[config.mk]
export PLATFORM = sky130hd
export DESIGN_NAME = sirv_gnrl_rr_arb
export DESIGN_NICKNAME = d
export VERILOG_FILES = /design/src/rtl/sirv_gnrl_rr_arb.sv
export SDC_FILE = /design/constraint.sdc
export NUM_CORES = 1
export LEC_CHECK = 0
export BUFFER_PORTS_ARGS = -buffer_cell sky130_fd_sc_hd__buf_4
export CAP_MARGIN = 10
export CORE_AREA = 2 2 80 82
export DETAILED_ROUTE_END_ITERATION = 16
export DIE_AREA = 0 0 82 84
export GPL_TIMING_DRIVEN = 0
export PLACE_DENSITY = 0.84
export RECOVER_POWER = 50
export SKIP_LAST_GASP = 1
export SYNTH_ARGS = -nofsm -noshare
export SYNTH_HDL_FRONTEND = slang
export SYNTH_SLANG_ARGS = --single-unit
[constraint.sdc]
create_clock -name clk -period 5.9 [get_ports clk]
set_input_delay 0.295 -clock clk [delete_from_list [all_inputs] [get_ports clk]]
set_output_delay 0.295 -clock clk [all_outputs]
set_load 0.1 [all_outputs]
[src/rtl/sirv_gnrl_rr_arb.sv]
// rtl/sirv_gnrl_rr_arb.sv - N-way round-robin arbiter with registered output stage
// Requests are masked by a software-writable enable register; ptr advances only on an accept.
module sirv_gnrl_rr_arb #(
  parameter int N  = 4,
  parameter int DW = 32,
  parameter int IW = 2
) (
  input  logic            clk,
  input  logic            rst_n,
  input  logic [N-1:0]    req_valid,
  input  logic [N*DW-1:0] req_data,
  output logic [N-1:0]    req_ready,
  output logic            o_valid,
  output logic [DW-1:0]   o_data,
  output logic [IW-1:0]   o_id,
  input  logic            o_ready,
  input  logic            en_we,
  input  logic [N-1:0]    en_wdata,
  output logic [N-1:0]    en_mask
);

  logic [IW-1:0] ptr;
  logic [N-1:0]  eligible;
  logic [IW-1:0] winner;
  logic          found;
  logic [DW-1:0] win_data;
  logic [IW-1:0] ptr_next;
  logic          load_ok;
  logic          accept;
  int            idx;

  assign eligible = req_valid & en_mask;
  assign load_ok  = !o_valid || o_ready;
  // rst_n gates the accept so no grant leaks out while reset is held.
  assign accept   = rst_n && load_ok && found;

  // Circular search starting at ptr.
  always_comb begin
    found  = 1'b0;
    winner = '0;
    idx    = 0;
    for (int k = 0; k < N; k++) begin
      idx = int'(ptr) + k;
      if (idx >= N) idx = idx - N;
      if (!found && eligible[idx]) begin
        found  = 1'b1;
        winner = IW'(idx);
      end
    end
  end

  always_comb begin
    win_data = '0;
    for (int i = 0; i < N; i++) begin
      if (winner == IW'(i)) win_data = req_data[i*DW +: DW];
    end
  end

  assign ptr_next = (winner == IW'(N-1)) ? '0 : winner + 1'b1;

  always_comb begin
    req_ready = '0;
    if (accept) req_ready[winner] = 1'b1;
  end

  always_ff @(posedge clk or negedge rst_n) begin
    if (!rst_n) begin
      o_valid <= 1'b0;
      o_data  <= '0;
      o_id    <= '0;
      ptr     <= '0;
      en_mask <= '1;
    end else begin
      if (accept) begin
        o_valid <= 1'b1;
        o_data  <= win_data;
        o_id    <= winner;
        ptr     <= ptr_next;
      end else if (o_valid && o_ready) begin
        o_valid <= 1'b0;
      end
      if (en_we) en_mask <= en_wdata;
    end
  end

endmodule

* Yosys cells after proc, flatten, opt, wreduce, memory -nomap -nowiden
Cells that the tools add are included.
** Operators by class
- $add $sub $neg :: 8
- $lt $le $gt $ge :: 10
- Equal/unequal tests :: 3
- Muxes and demuxes :: 34
- Bitwise operators :: 1
- Reduce and logical (&&, ||, !) cells :: 14
** Operators by type and width (number)
- 32-bit 2-to-1 mux :: 8
- 32-bit by 4-bit < comparator with 1-bit output (second input constant) :: 4
- 1-bit 2-to-1 mux :: 15
- 3-bit by 3-bit subtractor with 4-bit output (second input constant) :: 3
- 2-bit 2-to-1 mux :: 5
- 3-bit greater-or-equal comparator (second input constant) :: 3
- 1-bit binary-select mux with 2-bit select :: 4
- 1-bit logical AND :: 7
- 2-bit by 2-bit adder with 3-bit output (second input constant) :: 2
- 4-bit AND :: 1
- 2-bit == test (second input constant) :: 2
- 1-bit zero test :: 4
- 4-bit 2-to-1 mux :: 1
- 2-bit by 3-bit subtractor with 4-bit output (second input constant) :: 1
- 2-bit by 1-bit adder with 3-bit output (second input constant) :: 1
- 2-bit by 3-bit greater-or-equal comparator with 1-bit output (second input constant) :: 1
- 2-bit by 3-bit < comparator with 1-bit output (second input constant) :: 1
- 2-bit by 1-bit adder with 2-bit output (second input constant) :: 1
- 1-bit demux with 2-bit select :: 1
- 2-bit by 1-bit == test with 1-bit output (second input constant) :: 1
- 2-bit by 1-bit greater-or-equal comparator with 1-bit output (second input constant) :: 1
- 2-bit zero test :: 1
- 2-bit nonzero test :: 1
- 1-bit logical OR :: 1
** Word-level totals
- Register bits :: 41
- Input bits :: 140
- Output and inout bits :: 43
- Logic and storage cells :: 75

* Longest topological paths before layout
- Depth in word-level cells :: 20
- Depth in mapped cells :: 11

* Worst setup path before layout
Ideal clock, no wire load.
- Path type :: register -> output
- From :: reg en_mask[2]
- To :: out req_ready[2]
- Arrival :: 3536 ps
- Required time :: 5605 ps
- Slack :: 2069 ps
- Stages on the path, launching flop included :: 10
- Path buffers :: 2
- Cell sequence :: dfstp_2 -> and2_1 -> a2111oi_0 -> or2_2 -> inv_1 -> ha_1 -> clkbuf_1 -> inv_1 -> clkbuf_1 -> nor2_1
** Between the ends
- Cells in the longest elaborated chain, start to end :: 19
- Elaborated cells between the ends (all ways) :: 34
- Classes of those cells :: 2 x order compare; 23 x mux; 1 x bitwise; 8 x reduce/logical
** RTL lines
- start, declared :: RTL line 19 : output logic [N-1:0] en_mask
- start signal, assigned :: RTL line 82 : if (en_we) en_mask <= en_wdata;
- 4-bit AND (*) :: RTL line 32 : assign eligible = req_valid & en_mask;
- 1-bit binary-select mux with 2-bit select :: RTL line 45 : if (!found && eligible[idx]) begin
- 1-bit 2-to-1 mux (not written as such) (2 in series) :: RTL line 45
- 1-bit 2-to-1 mux :: RTL line 45
- 1-bit zero test :: RTL line 45
- 1-bit logical AND :: RTL line 45
- 1-bit 2-to-1 mux :: RTL line 45
- 1-bit zero test :: RTL line 45
- [3 not listed]
- 1-bit logical AND :: RTL line 45
- 2-bit 2-to-1 mux (*) :: RTL line 45
- net winner[0] :: RTL line 24 : logic [IW-1:0] winner;
- 2-bit by 3-bit < comparator with 1-bit output (not written as such) or 2-bit by 1-bit greater-or-equal comparator with 1-bit output (tied branches) :: RTL line 63 : if (accept) req_ready[winner] = 1'b1;
- 1-bit logical AND (not written as such) :: RTL line 63
- 1-bit 2-to-1 mux (not written as such) :: RTL line 63
- 1-bit demux with 2-bit select (*) :: RTL line 63
- 4-bit 2-to-1 mux (*) :: RTL line 63
- end, declared :: RTL line 12 : output logic [N-1:0] req_ready,
The timed path passes the listed nets; every way through them passes the cells marked *. The select of a mux whose other input is x is not followed.

* Worst setup path after layout
- From :: in rst_n
- To :: out req_ready[0]
** Between the ends
- Cells in the longest elaborated chain, start to end :: 3
** RTL lines
- start, declared :: RTL line 9 : input logic rst_n,
- 1-bit logical AND (2 in series) :: RTL line 35 : assign accept = rst_n && load_ok && found;
- 4-bit 2-to-1 mux :: RTL line 63
No other way between the ends.

==> impl_metrics.json <==
{
  "rsz0062_at_grt": "no",
  "post-cts-setup-buffers": 0,
  "multi_input_area_um2": 1380,
  "ys_ff_latch": 41,
  "ys_seq_area_share_pct": 39.6,
  "synth.avg_cell_area_um2": 9.36,
  "fill_cells": 561,
  "max_clock_freq_ghz": 0.294,
  "layout_commonest_cell": "buf_4",
  "ios": 183,
  "worstPathArrival_ps": 3100,
  "grt_max_degree": 44,
  "total_power_mw": 2.40,
  "groute.usage.overall_pct": 27.1,
  "tightestPinTransition_ps": 2270,
  "start_util_pct": 42.7,
  "drv_cap": 1,
  "synth_fa_ha_area_share_pct": 1.92,
  "die_area_um2": 6890,
  "relSlewSlack_pct": -51.5,
  "holdWs_ps": 245,
  "async_flop_share_pct": 100,
  "ant_nets": 0,
  "grt_pass1_wl_mm": 14.5,
  "setup_ws_ps": 2500,
  "drtPass1Iterations": 4,
  "die_w_um": 82,
  "cp-start-kind": "input port",
  "worstSkewPairLatency_ps": 280,
  "drc_errors": 0,
  "p_leak_nw": 1.98,
  "layout_common_cells": "167 x buf_4, 38 x nand2_1, 37 x dfrtp_1",
  "synth_ff_type": "dfrtp_1",
  "placed_area_um2": 4060,
  "antenna_found_initial": 0,
  "area_growth_pct": 57.2,
  "dpl.cell_count": 537,
  "cts_resized": 0,
  "status": "complete, but fails checks",
  "fin_util_pct": 67.1,
  "clock_sinks": 41,
  "synth.area.mux_share_pct": 2.60,
  "register_area_um2": 1030,
  "finalNonFillerCells": 545,
  "finalHoldViolations": 0,
  "cts_buffer_depth": 2,
  "cts-buffers-inserted": 5,
  "antenna_cells": 0,
  "pre_cts_slack_ps": 2880,
  "clk_pin_slew_worst_paths_ps": 70,
  "ys_warn_count": 0,
  "die_h_um": 84,
  "mappedNetlistNets": 422,
  "drive_gt1_share_pct": 40.8,
  "postLayoutCellArea_um2": 4090,
  "cp_max_fo": 43,
  "place.gp.congestion": 0.789,
  "cts_tree": "yes",
  "ir_worst_vdd_uv": 479,
  "hp-class": "in -> reg",
  "fin_nets": 611,
  "grt_pass1_vias": 3066,
  "ys_types": 31,
  "synth-simple-area-share_pct": 8.61,
  "period_share_pct": 57.6,
  "setup_viol": 0,
  "fin_skew_ps": 3.27,
  "tns_ps": 0,
  "synth_top_family_by_area": "compound AO/OA/AOI/OAI gates",
  "synth_xor_area_share_pct": 0,
  "synth-compound-area-share_pct": 40.1,
  "coreArea_um2": 6100,
  "wirelength_mm": 9.39,
  "violations": "capacitance limit, slew limit",
  "rows": 29,
  "synth-edff-count": 0,
  "dpl.hpwl_mm": 7.24,
  "synthCells": 278,
  "crit_path_end_kind": "output port",
  "wire_per_inst_um": 17.2,
  "power_density_nw_per_um2": 588,
  "drt_iter0_drc": 149,
  "avgViaCountPerCell": 5.66,
  "cp_data_required_time_ps": 5610,
  "num_vias": 3084,
  "h-tree-depth": 2,
  "maxSlewViolCount": 44,
  "period_needed_ps": 3400,
  "path_class": "in -> out",
  "ctsRootBufferMaster": "clkbuf_8",
  "holdBufCountCts": 0,
  "grt_remaining_overflow": 0,
  "io_buffers": 182,
  "synthesis.area_um2": 2600
}
[area by class of cell]
class / instances / share of cell area, %
Multi-Input combinational cell: 201 / 33.8
Timing Repair Buffer: 182 / 31.8
Sequential cell: 41 / 25.2
Buffer: 29 / 3.92
Tap cell: 77 / 2.36
Clock buffer: 8 / 2.20
Inverter: 7 / 0.642
[flip-flops by register name (all words and copies together), names as in the netlist]
register  flops
o_id          2
en_mask       4
ptr           2
o_data       32
o_valid       1
[logic make-up after synthesis]
group / count (synthesis)
AOI/OAI and AO/OA: 139
and+or+nand+nor: 52
DFF: 41
buffers and inverters: 36
muxes: 6
adders and majority gates: 4
[cell usage after synthesis, types with 2 or more instances]
master / number / area share (%)
a2111oi_0: 2 / 0.67
buf_6: 5 / 2.2
buf_1: 2 / 0.29
a221o_1: 31 / 12
o21a_1: 32 / 9.2
dfrtp_1: 37 / 36
nor2_1: 4 / 0.58
a22oi_1: 33 / 9.5
and3b_1: 2 / 0.67
buf_2: 4 / 0.77
ha_1: 4 / 1.9
buf_4: 2 / 0.58
inv_1: 7 / 1.0
dfstp_2: 4 / 4.0
clkbuf_1: 15 / 2.2
nand2_1: 38 / 5.5
o21ai_0: 31 / 6.0
and2_1: 3 / 0.72
a21oi_1: 2 / 0.38
o21ai_1: 4 / 0.77
mux2_2: 6 / 2.6
[power by group]
group          internal (mW)  total [mW]  switching [mW]  leakage [nW]
Sequential             0.402       0.473          0.0708         0.505
Clock                 0.0955       0.189          0.0930        0.0455
Combinational          0.447        1.74            1.30          1.43
[worst max-delay path, stage by stage]
cell	delay (ps)
clkbuf_1	1590
o311ai_2	370
buf_6	290
buf_6	140
nor2_1	100
buf_4	300
[worst paths after layout]
path	startpoint	end	slack [ps]	depth (start not counted)
max in group asynchronous	rst_n	o_data[20]	3930	1
worst min-delay path	en_wdata[0]	en_mask[0]	250	2
worst min register to register	o_data[21]	o_data[21]	480	2
min in group asynchronous	rst_n	o_data[10]	680	1
worst max-delay path	rst_n	req_ready[0]	2500	6
worst max register to register	en_mask[1]	o_data[19]	2860	11
[metal layers]
layer | GRT usage, % | up-vias | wire [µm]
met5 | 0 | - | 0
met4 | 7.88 | 0 | 183
met3 | 6.06 | 14 | 707
met2 | 47.7 | 144 | 4860
met1 | 32.2 | 1489 | 3640
li1 | - | 1437 | -
Power figures use the tool's default switching activity.
